`config.mk`:
```
export PLATFORM = sky130hd
export DESIGN_NAME = kab_int_ctrl_flat
export DESIGN_NICKNAME = d
export VERILOG_FILES = /design/src/rtl/kab_int_ctrl_if.sv /design/src/rtl/kab_int_ctrl.sv /design/src/flat_wrapper.sv
export SDC_FILE = /design/constraint.sdc
export NUM_CORES = 1
export LEC_CHECK = 0
export BUFFER_PORTS_ARGS = -buffer_cell sky130_fd_sc_hd__buf_2
export CAP_MARGIN = 0
export CORE_AREA = 10 10 88 90
export CTS_CLUSTER_DIAMETER = 200
export DETAILED_ROUTE_END_ITERATION = 12
export DIE_AREA = 0 0 98 100
export PLACE_DENSITY = 0.79
export SYNTH_ARGS = -nofsm -noshare
export SYNTH_HDL_FRONTEND = slang
export SYNTH_SLANG_ARGS = --single-unit
```
`constraint.sdc`:
```
create_clock -name Sys_Clock -period 2.3 [get_ports Sys_Clock]
set_clock_uncertainty 0.15 [all_clocks]
set_input_delay 0.115 -clock Sys_Clock [delete_from_list [all_inputs] [get_ports Sys_Clock]]
set_output_delay 0.115 -clock Sys_Clock [all_outputs]
set_load 0.01 [all_outputs]
```
`src/rtl/kab_int_ctrl_if.sv`:
```
// Register-bus and processor interrupt handshake bundle for kab_int_ctrl.
// master: IO register bus / processor side. slave: interrupt controller side.
interface kab_int_ctrl_if #(
    parameter int NUM_SRC = 8,
    parameter int ID_W    = $clog2(NUM_SRC + 1)
);
    logic            Sys_BlockSelect;
    logic [3:0]      Sys_RegAddress;
    logic            Sys_WrEn;
    logic            Sys_RdEn;
    logic [31:0]     Sys_WrData;
    logic [31:0]     Sys_RdData;
    logic            EIC_IntReq;
    logic [ID_W-1:0] EIC_IntId;
    logic            EIC_IntAck;

    modport master (
        output Sys_BlockSelect, Sys_RegAddress, Sys_WrEn, Sys_RdEn, Sys_WrData, EIC_IntAck,
        input  Sys_RdData, EIC_IntReq, EIC_IntId
    );

    modport slave (
        input  Sys_BlockSelect, Sys_RegAddress, Sys_WrEn, Sys_RdEn, Sys_WrData, EIC_IntAck,
        output Sys_RdData, EIC_IntReq, EIC_IntId
    );
endinterface

```
`src/rtl/kab_int_ctrl.sv`:
```
// kab_int_ctrl: fixed-priority external interrupt controller with NUM_SRC
// maskable (edge/level) sources and one non-maskable edge-triggered urgent
// source. Optional feature macro KAB_INTC_SYNC_EN inserts a 2-flop
// synchroniser on all source inputs (default: inputs are used directly).
module kab_int_ctrl #(
    parameter int NUM_SRC = 8,
    parameter int ID_W    = $clog2(NUM_SRC + 1)
) (
    input  logic              Sys_Clock,
    input  logic              Sys_Reset,
    kab_int_ctrl_if.slave     bus,
    input  logic [NUM_SRC-1:0] IntSrc,
    input  logic              UrgentSrc
);
    localparam int N = NUM_SRC;
    localparam logic [3:0] ADDR_CTRL    = 4'd0;
    localparam logic [3:0] ADDR_ENABLE  = 4'd1;
    localparam logic [3:0] ADDR_MODE    = 4'd2;
    localparam logic [3:0] ADDR_PENDING = 4'd3;
    localparam logic [3:0] ADDR_ISR     = 4'd4;
    localparam logic [3:0] ADDR_RAW     = 4'd5;

    logic [N:0]      srcIn, srcS, srcPrev, srcRise;
    logic [N:0]      modeExt, pend, pendNext, elig, w1c, ackClr;
    logic [N-1:0]    en, mode;
    logic            gen;
    logic            isrValid;
    logic [ID_W-1:0] isrId, intId, idNext, candId;
    logic            intReq, reqNext, candValid, reqStill;
    logic            wrSel, rdSel, eoi, ackAcc;
    logic [31:0]     rdData, rdMux;
    logic            unusedWrBits;

    assign srcIn = {UrgentSrc, IntSrc};

`ifdef KAB_INTC_SYNC_EN
    logic [N:0] sync1, sync2;

    // Two-flop synchroniser for asynchronous source inputs
    always_ff @(posedge Sys_Clock) begin
        if (!Sys_Reset) begin
            sync1 <= '0;
            sync2 <= '0;
        end else begin
            sync1 <= srcIn;
            sync2 <= sync1;
        end
    end
    assign srcS = sync2;
`else
    assign srcS = srcIn;
`endif

    assign srcRise      = srcS & ~srcPrev;
    assign modeExt      = {1'b1, mode};
    assign wrSel        = bus.Sys_BlockSelect & bus.Sys_WrEn;
    assign rdSel        = bus.Sys_BlockSelect & bus.Sys_RdEn;
    assign w1c          = (wrSel && bus.Sys_RegAddress == ADDR_PENDING) ? bus.Sys_WrData[N:0] : '0;
    assign eoi          = wrSel && bus.Sys_RegAddress == ADDR_ISR;
    assign ackAcc       = bus.EIC_IntAck & intReq;
    assign unusedWrBits = ^bus.Sys_WrData;

    assign bus.Sys_RdData = rdData;
    assign bus.EIC_IntReq = intReq;
    assign bus.EIC_IntId  = intId;

    // Arbitration, pending update and request/ID next-state
    always_comb begin
        elig      = {pend[N], pend[N-1:0] & en & {N{gen}}};
        candValid = |elig;
        candId    = '0;
        for (int unsigned i = N; i > 0; i--) begin
            if (elig[i-1]) candId = ID_W'(i - 1);
        end
        if (elig[N]) candId = ID_W'(N);

        reqStill = 1'b0;
        ackClr   = '0;
        for (int unsigned i = 0; i <= N; i++) begin
            if (intId == ID_W'(i)) begin
                reqStill  = elig[i];
                ackClr[i] = ackAcc & modeExt[i];
            end
        end

        // Edge bits: a new rise overrides a same-cycle W1C or ack clear.
        pendNext = (modeExt & (srcRise | (pend & ~(w1c | ackClr)))) | (~modeExt & srcS);

        // Held request keeps its ID; if its own source vanishes the request
        // drops for a cycle and the ID re-tracks the candidate.
        if (intReq && !ackAcc && reqStill) begin
            reqNext = 1'b1;
            idNext  = intId;
        end else if (intReq && !ackAcc) begin
            reqNext = 1'b0;
            idNext  = candId;
        end else begin
            reqNext = candValid & ~isrValid & ~ackAcc;
            idNext  = candId;
        end
    end

    // Register read multiplexer
    always_comb begin
        rdMux = '0;
        case (bus.Sys_RegAddress)
            ADDR_CTRL:    rdMux[0]      = gen;
            ADDR_ENABLE:  rdMux[N-1:0]  = en;
            ADDR_MODE:    rdMux[N-1:0]  = mode;
            ADDR_PENDING: rdMux[N:0]    = pend;
            ADDR_ISR: begin
                rdMux[31]       = isrValid;
                rdMux[ID_W-1:0] = isrId;
            end
            ADDR_RAW:     rdMux[N:0]    = srcS;
            default:      rdMux         = '0;
        endcase
    end

    // Source edge history, pending bits and processor handshake state
    always_ff @(posedge Sys_Clock) begin
        if (!Sys_Reset) begin
            srcPrev  <= '0;
            pend     <= '0;
            intReq   <= 1'b0;
            intId    <= '0;
            isrValid <= 1'b0;
            isrId    <= '0;
        end else begin
            srcPrev <= srcS;
            pend    <= pendNext;
            intReq  <= reqNext;
            intId   <= idNext;
            // Ack after EOI ordering: a same-cycle ack leaves in-service valid.
            if (ackAcc) begin
                isrValid <= 1'b1;
                isrId    <= intId;
            end else if (eoi) begin
                isrValid <= 1'b0;
                isrId    <= '0;
            end
        end
    end

    // Configuration register writes and registered read data
    always_ff @(posedge Sys_Clock) begin
        if (!Sys_Reset) begin
            gen    <= 1'b0;
            en     <= '0;
            mode   <= '0;
            rdData <= '0;
        end else begin
            if (wrSel) begin
                case (bus.Sys_RegAddress)
                    ADDR_CTRL:   gen  <= bus.Sys_WrData[0];
                    ADDR_ENABLE: en   <= bus.Sys_WrData[N-1:0];
                    ADDR_MODE:   mode <= bus.Sys_WrData[N-1:0];
                    default:     ;
                endcase
            end
            if (rdSel) rdData <= rdMux;
        end
    end
endmodule
```
`src/flat_wrapper.sv`:
```
// flat-port wrapper written by rule: the top's interface ports become plain ports
module kab_int_ctrl_flat 
#(
    parameter int NUM_SRC = 8,
    parameter int ID_W    = $clog2(NUM_SRC + 1)
)
  (Sys_Clock, Sys_Reset, IntSrc, UrgentSrc, bus_Sys_BlockSelect, bus_Sys_RegAddress, bus_Sys_WrEn, bus_Sys_RdEn, bus_Sys_WrData, bus_EIC_IntAck, bus_Sys_RdData, bus_EIC_IntReq, bus_EIC_IntId);
  kab_int_ctrl_if #(.NUM_SRC(NUM_SRC), .ID_W(ID_W)) bus_i ();
  input  logic Sys_Clock;
  input  logic Sys_Reset;
  input  logic [NUM_SRC-1:0] IntSrc;
  input  logic UrgentSrc;
  input wire logic [$bits(bus_i.Sys_BlockSelect)-1:0] bus_Sys_BlockSelect;
  input wire logic [$bits(bus_i.Sys_RegAddress)-1:0] bus_Sys_RegAddress;
  input wire logic [$bits(bus_i.Sys_WrEn)-1:0] bus_Sys_WrEn;
  input wire logic [$bits(bus_i.Sys_RdEn)-1:0] bus_Sys_RdEn;
  input wire logic [$bits(bus_i.Sys_WrData)-1:0] bus_Sys_WrData;
  input wire logic [$bits(bus_i.EIC_IntAck)-1:0] bus_EIC_IntAck;
  output wire logic [$bits(bus_i.Sys_RdData)-1:0] bus_Sys_RdData;
  output wire logic [$bits(bus_i.EIC_IntReq)-1:0] bus_EIC_IntReq;
  output wire logic [$bits(bus_i.EIC_IntId)-1:0] bus_EIC_IntId;
  assign bus_i.Sys_BlockSelect = bus_Sys_BlockSelect;
  assign bus_i.Sys_RegAddress = bus_Sys_RegAddress;
  assign bus_i.Sys_WrEn = bus_Sys_WrEn;
  assign bus_i.Sys_RdEn = bus_Sys_RdEn;
  assign bus_i.Sys_WrData = bus_Sys_WrData;
  assign bus_i.EIC_IntAck = bus_EIC_IntAck;
  assign bus_Sys_RdData = bus_i.Sys_RdData;
  assign bus_EIC_IntReq = bus_i.EIC_IntReq;
  assign bus_EIC_IntId = bus_i.EIC_IntId;
  kab_int_ctrl #(.NUM_SRC(NUM_SRC), .ID_W(ID_W)) u_core (.Sys_Clock(Sys_Clock), .Sys_Reset(Sys_Reset), .bus(bus_i), .IntSrc(IntSrc), .UrgentSrc(UrgentSrc));
endmodule
```
Word level (Yosys, flattened, before mapping)
Index checks and enable logic that the tools add are counted.

operators by class
  multiplexer cells = 39
  bitwise gates (word level) = 27
  reductions and logical operators = 12
  equality and inequality tests = 13

operator list
  cell                number
  $mux 4              10
  $and 9x9->9         4
  $not 9->9           3
  $or 9x9->9          3
  $eq 4x3->1 const B  6
  $mux 1              23
  $and 8x8->8         2
  $eq 4x2->1 const B  4
  $pmux 4 s4          1
  $pmux 3 s5          1
  $and 1x1->1         13
  $mux 9              1
  $reduce_or 9->1     1
  $eq 4x1->1 const B  2
  $logic_not 4->1     2
  $pmux 1 s6          1
  $reduce_and 2->1    3
  $eq 4x4->1 const B  1
  $logic_and 1x1->1   4
  $mux 3              1
  $not 1->1           2
  $pmux 1 s2          1
  $reduce_bool 2->1   1
  $logic_not 1->1     1

storage, ports and cells
  register bits = 55
  logic and storage cells = 101

Depth between registers and ports, before layout
  depth after elaboration = 13
  depth in mapped cells = 8
  depth with buffers taken out = 5

Worst setup path after synthesis
No wires, ideal clock.

  path kind = register to register
  start = register u_core.intId[1], in the netlist u_core.bus.EIC_IntId[1]
  end = register u_core.intId[0], in the netlist u_core.bus.EIC_IntId[0]
  arrival = 1.526 ns
  required time = 2.078 ns
  path slack = 0.553 ns
  cell stages (with the launch flop) = 7
  buffers on the path = 1
  setup time = 0.072 ns
  cells stage by stage = dfxtp_1 -> buf_6 -> nand3_2 -> o211ai_2 -> o211ai_2 -> a2111oi_4 -> mux2i_1

between the ends
  word-level cells in the longest chain between the ends = 11
  elaborated cells on any way between the ends = 19
  those cells by class = 8 x eq/ne; 9 x mux; 2 x reduce/logical

RTL lines
  item                      line                 text
  start: declaration        kab_int_ctrl.sv:28   logic [ID_W-1:0] isrId, intId, idNext, candId;
  start signal: assignment  kab_int_ctrl.sv:133  intId <= idNext;
  $logic_not 4->1           kab_int_ctrl.sv:80   if (intId == ID_W'(i)) begin
  $mux 1 (8 in a row)       kab_int_ctrl.sv:80
  $mux 1 (*)                kab_int_ctrl.sv:80
  $logic_and 1x1->1 (*)     kab_int_ctrl.sv:91   if (intReq && !ackAcc && reqStill) begin

Mark *: on every way between the ends. The rest lies on a longest branch, timed or not.
A chain may end at the register's enable or synchronous reset.

Final worst setup path
Same ends and word-level chain as after synthesis.

==> qor.txt <==
Status - finished, final reports clean
Worst Path Required - 2390 ps
PortBufs - 42
DR vias - 2536
FF-to-FF setup slack - 180 ps
WP buf/inv - 0
Finished Cell Area - 0.00336 mm^2
Core area - 0.00613 mm^2
Period utilisation layout - 0.923
Via density - 5.54
Hold Path Class - in2reg
Htree depth - 2
Final WS setup - 178 ps
DP HPWL - 5.69 mm
Core Rows - 29
Die H - 100 um
Area leader, netlist - dfxtp_1
DR DRC count - 0
Fillers - 565
Avg Cell Area, Syn - 8.88 um^2
Ys async rst share - 0
Fmax - 471 MHz
Layout cell share with drive strength beyond 1 - 0.171
Starting Density - 0.477
Final instance count without filler cells - 458
Final setup vio count - 0
Post-Place Setup Slack - 232 ps
Max-slew violation count - 0
Placed cell area - 0.00309 mm^2
All-Layer GR Usage - 0.151
Final Util - 0.547
Post-Syn Instances - 329
WL/cell - 16.5 um
Pin count of the biggest net entering global routing - 32
Post-Syn Area - 0.00292 mm^2
Reg2Reg Depth - 5
Total Power - 1.74 mW
Min cycle time layout - 2120 ps
Crit-path slowest cell - dfxtp_1
Global-route wire length before repair - 12.5 mm
EDFF count, synth - 0
Simple-Gate Fraction of Synth Area - 0.245
Initial drt markers - 252
Synth top area cells - dfxtp_1 (38%), mux2i_1 (9.2%), buf_4 (6.9%)
Die ar. - 0.00980 mm^2
Clk slew on worst S/H paths - 100 ps
Setup Total Neg Slack - 0 ps
Post-synthesis adder-cell area fraction - 0
Compound-Gate Fraction of Synth Area - 0.179
Leading cell type in the layout, fill and taps excluded - dfxtp_1
Reg2reg end - u_core.bus.EIC_IntId[0]
Distinct cells, synth - 53
Latest clock arrival within the worst-skew pair - 310 ps
Hold Vio Cnt, Final - 0
Highest-count cells in the layout ignoring fill and taps - dfxtp_1 (55), buf_2 (42), nand2_1 (41), mux2i_1 (27), nor2b_1 (26)
CP delay by family, top - compound AO/OA/AOI/OAI gates
Hold_ws - 63.1 ps
Largest family of logic cells by synthesized area - simple AND/OR/NAND/NOR gates
PD cells - 518 mW/mm^2
Critical path launch point type - register
Levels on crit path - 5
Crit-path max cell delay - 640 ps
Post-CTS Setup Bufs - 0
Nets - 431
Critical path class - reg2reg
Crit end category - register
Number of global-route vias before repair - 2497
Share of the synthesized area in the top cell type - 0.377
Top_reg_cell synth - dfxtp_1
RR Startpoint - u_core.bus.EIC_IntId[1]
Root buf cell - clkbuf_8
Final ANT Viol Nets - 0
Post-cts repair resize count - 0
Max-cap violations - 0
CP startpoint - u_core.bus.EIC_IntId[1]
Post-synthesis xor/xnor area fraction - 0
Area Overhead vs Synth - 14.8%
CTS buffer count - 5
Placed Cells - 432
Chip Width - 98 um
RSZ-0062 raised after global routing - false
Multiplexer area fraction after synthesis - 0.100
Yosys reg bits - 55
Peak VDD IR - 280 uV
Number of I/O pins - 88
Initial antenna violation count - 0
Yosys warning count - 0
Hold_buf cts - 18
Placer Congestion - 0.937
Seq/Total Area, Yosys - 0.377
Worst Setup EP - u_core.bus.EIC_IntId[0]
Static Leak - 1.37 nW
Arr. time, crit path - 2210 ps
Routed WL - 7.56 mm
Antenna cells - 0
Bufs on Longest Clock Path - 2
Pre-antenna DRT Iters - 4
Clk sinks - 55
TritonCTS clock tree - done
Crit path cell chain - nand2_1, o2111ai_2, o31ai_2, a2111oi_4, mux2i_1
Gr ovfl total - 0
Worst-path fanout max - 14
## kinds of logic (layout without fill, tap and decap cells)
kind of cell	after synthesis	after routing
buf+inv	46	77
flops	55	55
compound gates	67	67
mux	29	29
other cells	1	22
simple gates	131	131
## worst min-delay path by stage
stage               depth (start not counted)      startpoint                      end
detailed placement                          3       UrgentSrc        u_core.srcPrev[8]
global route                                4  bus_EIC_IntAck  u_core.bus.EIC_IntId[3]
global placement                            3       UrgentSrc        u_core.srcPrev[8]
finish                                      4    bus_Sys_WrEn          u_core.isrValid
floorplan                                   2       UrgentSrc        u_core.srcPrev[8]
CTS                                         4    bus_Sys_WrEn          u_core.isrValid
## area by class of cell
| type | count | area, um^2 | share of cell area |
|---|---|---|---|
| multi-input combinational | 249 | 1610 | 0.481 |
| tap | 77 | 96.3 | 0.0287 |
| clock buffer | 6 | 72.6 | 0.0216 |
| sequential | 55 | 1100 | 0.328 |
| timing repair buffer | 66 | 448 | 0.133 |
| clock inverter | 2 | 12.5 | 0.00373 |
| inverter | 3 | 11.3 | 0.00336 |
## worst register-to-register path, stage by stage, from the launching register on
cell and delay (ps):
dfxtp_1 640, nand2_1 170, o2111ai_2 210, o31ai_2 120
a2111oi_4 530, mux2i_1 240
## cells in the mapped netlist (3+ instances only)
master,n
o21ai_1,10
and2_1,14
nor2b_1,26
a21oi_1,7
a222oi_1,3
a31oi_1,4
and3_1,3
a22oi_1,8
clkbuf_1,11
nand3_1,5
nor3_1,6
nor2_1,14
nand4_1,6
nand2_1,41
a21boi_0,3
buf_4,27
o21ai_0,5
buf_2,4
mux2i_1,27
inv_1,3
dfxtp_1,55
a221oi_1,5
## registers in the layout (all words and copies together) (netlist names)
| signal | count |
|---|---|
| u_core.bus.EIC_IntId | 4 |
| u_core.bus.EIC_IntReq | 1 |
| u_core.bus.Sys_RdData | 10 |
| u_core.en | 8 |
| u_core.gen | 1 |
| u_core.isrId | 4 |
| u_core.isrValid | 1 |
| u_core.mode | 8 |
| u_core.pend | 9 |
| u_core.srcPrev | 9 |
## per-layer routing
metal,up-vias,track usage,part of all wire
met5,-,0,0
met4,0,0.0682,0.029
met3,16,0.0391,0.070
met2,107,0.247,0.48
met1,1179,0.182,0.42
li1,1234,-,-
## power by group
group | leakage [nW] | internal (mW) | switching, mW | total, mW
registers | 0.449 | 0.980 | 0.0270 | 1.01
logic | 0.881 | 0.0917 | 0.111 | 0.203
clock network | 0.0412 | 0.214 | 0.314 | 0.528
total | 1.37 | 1.29 | 0.453 | 1.74
(Power assumes the default switching activity.)
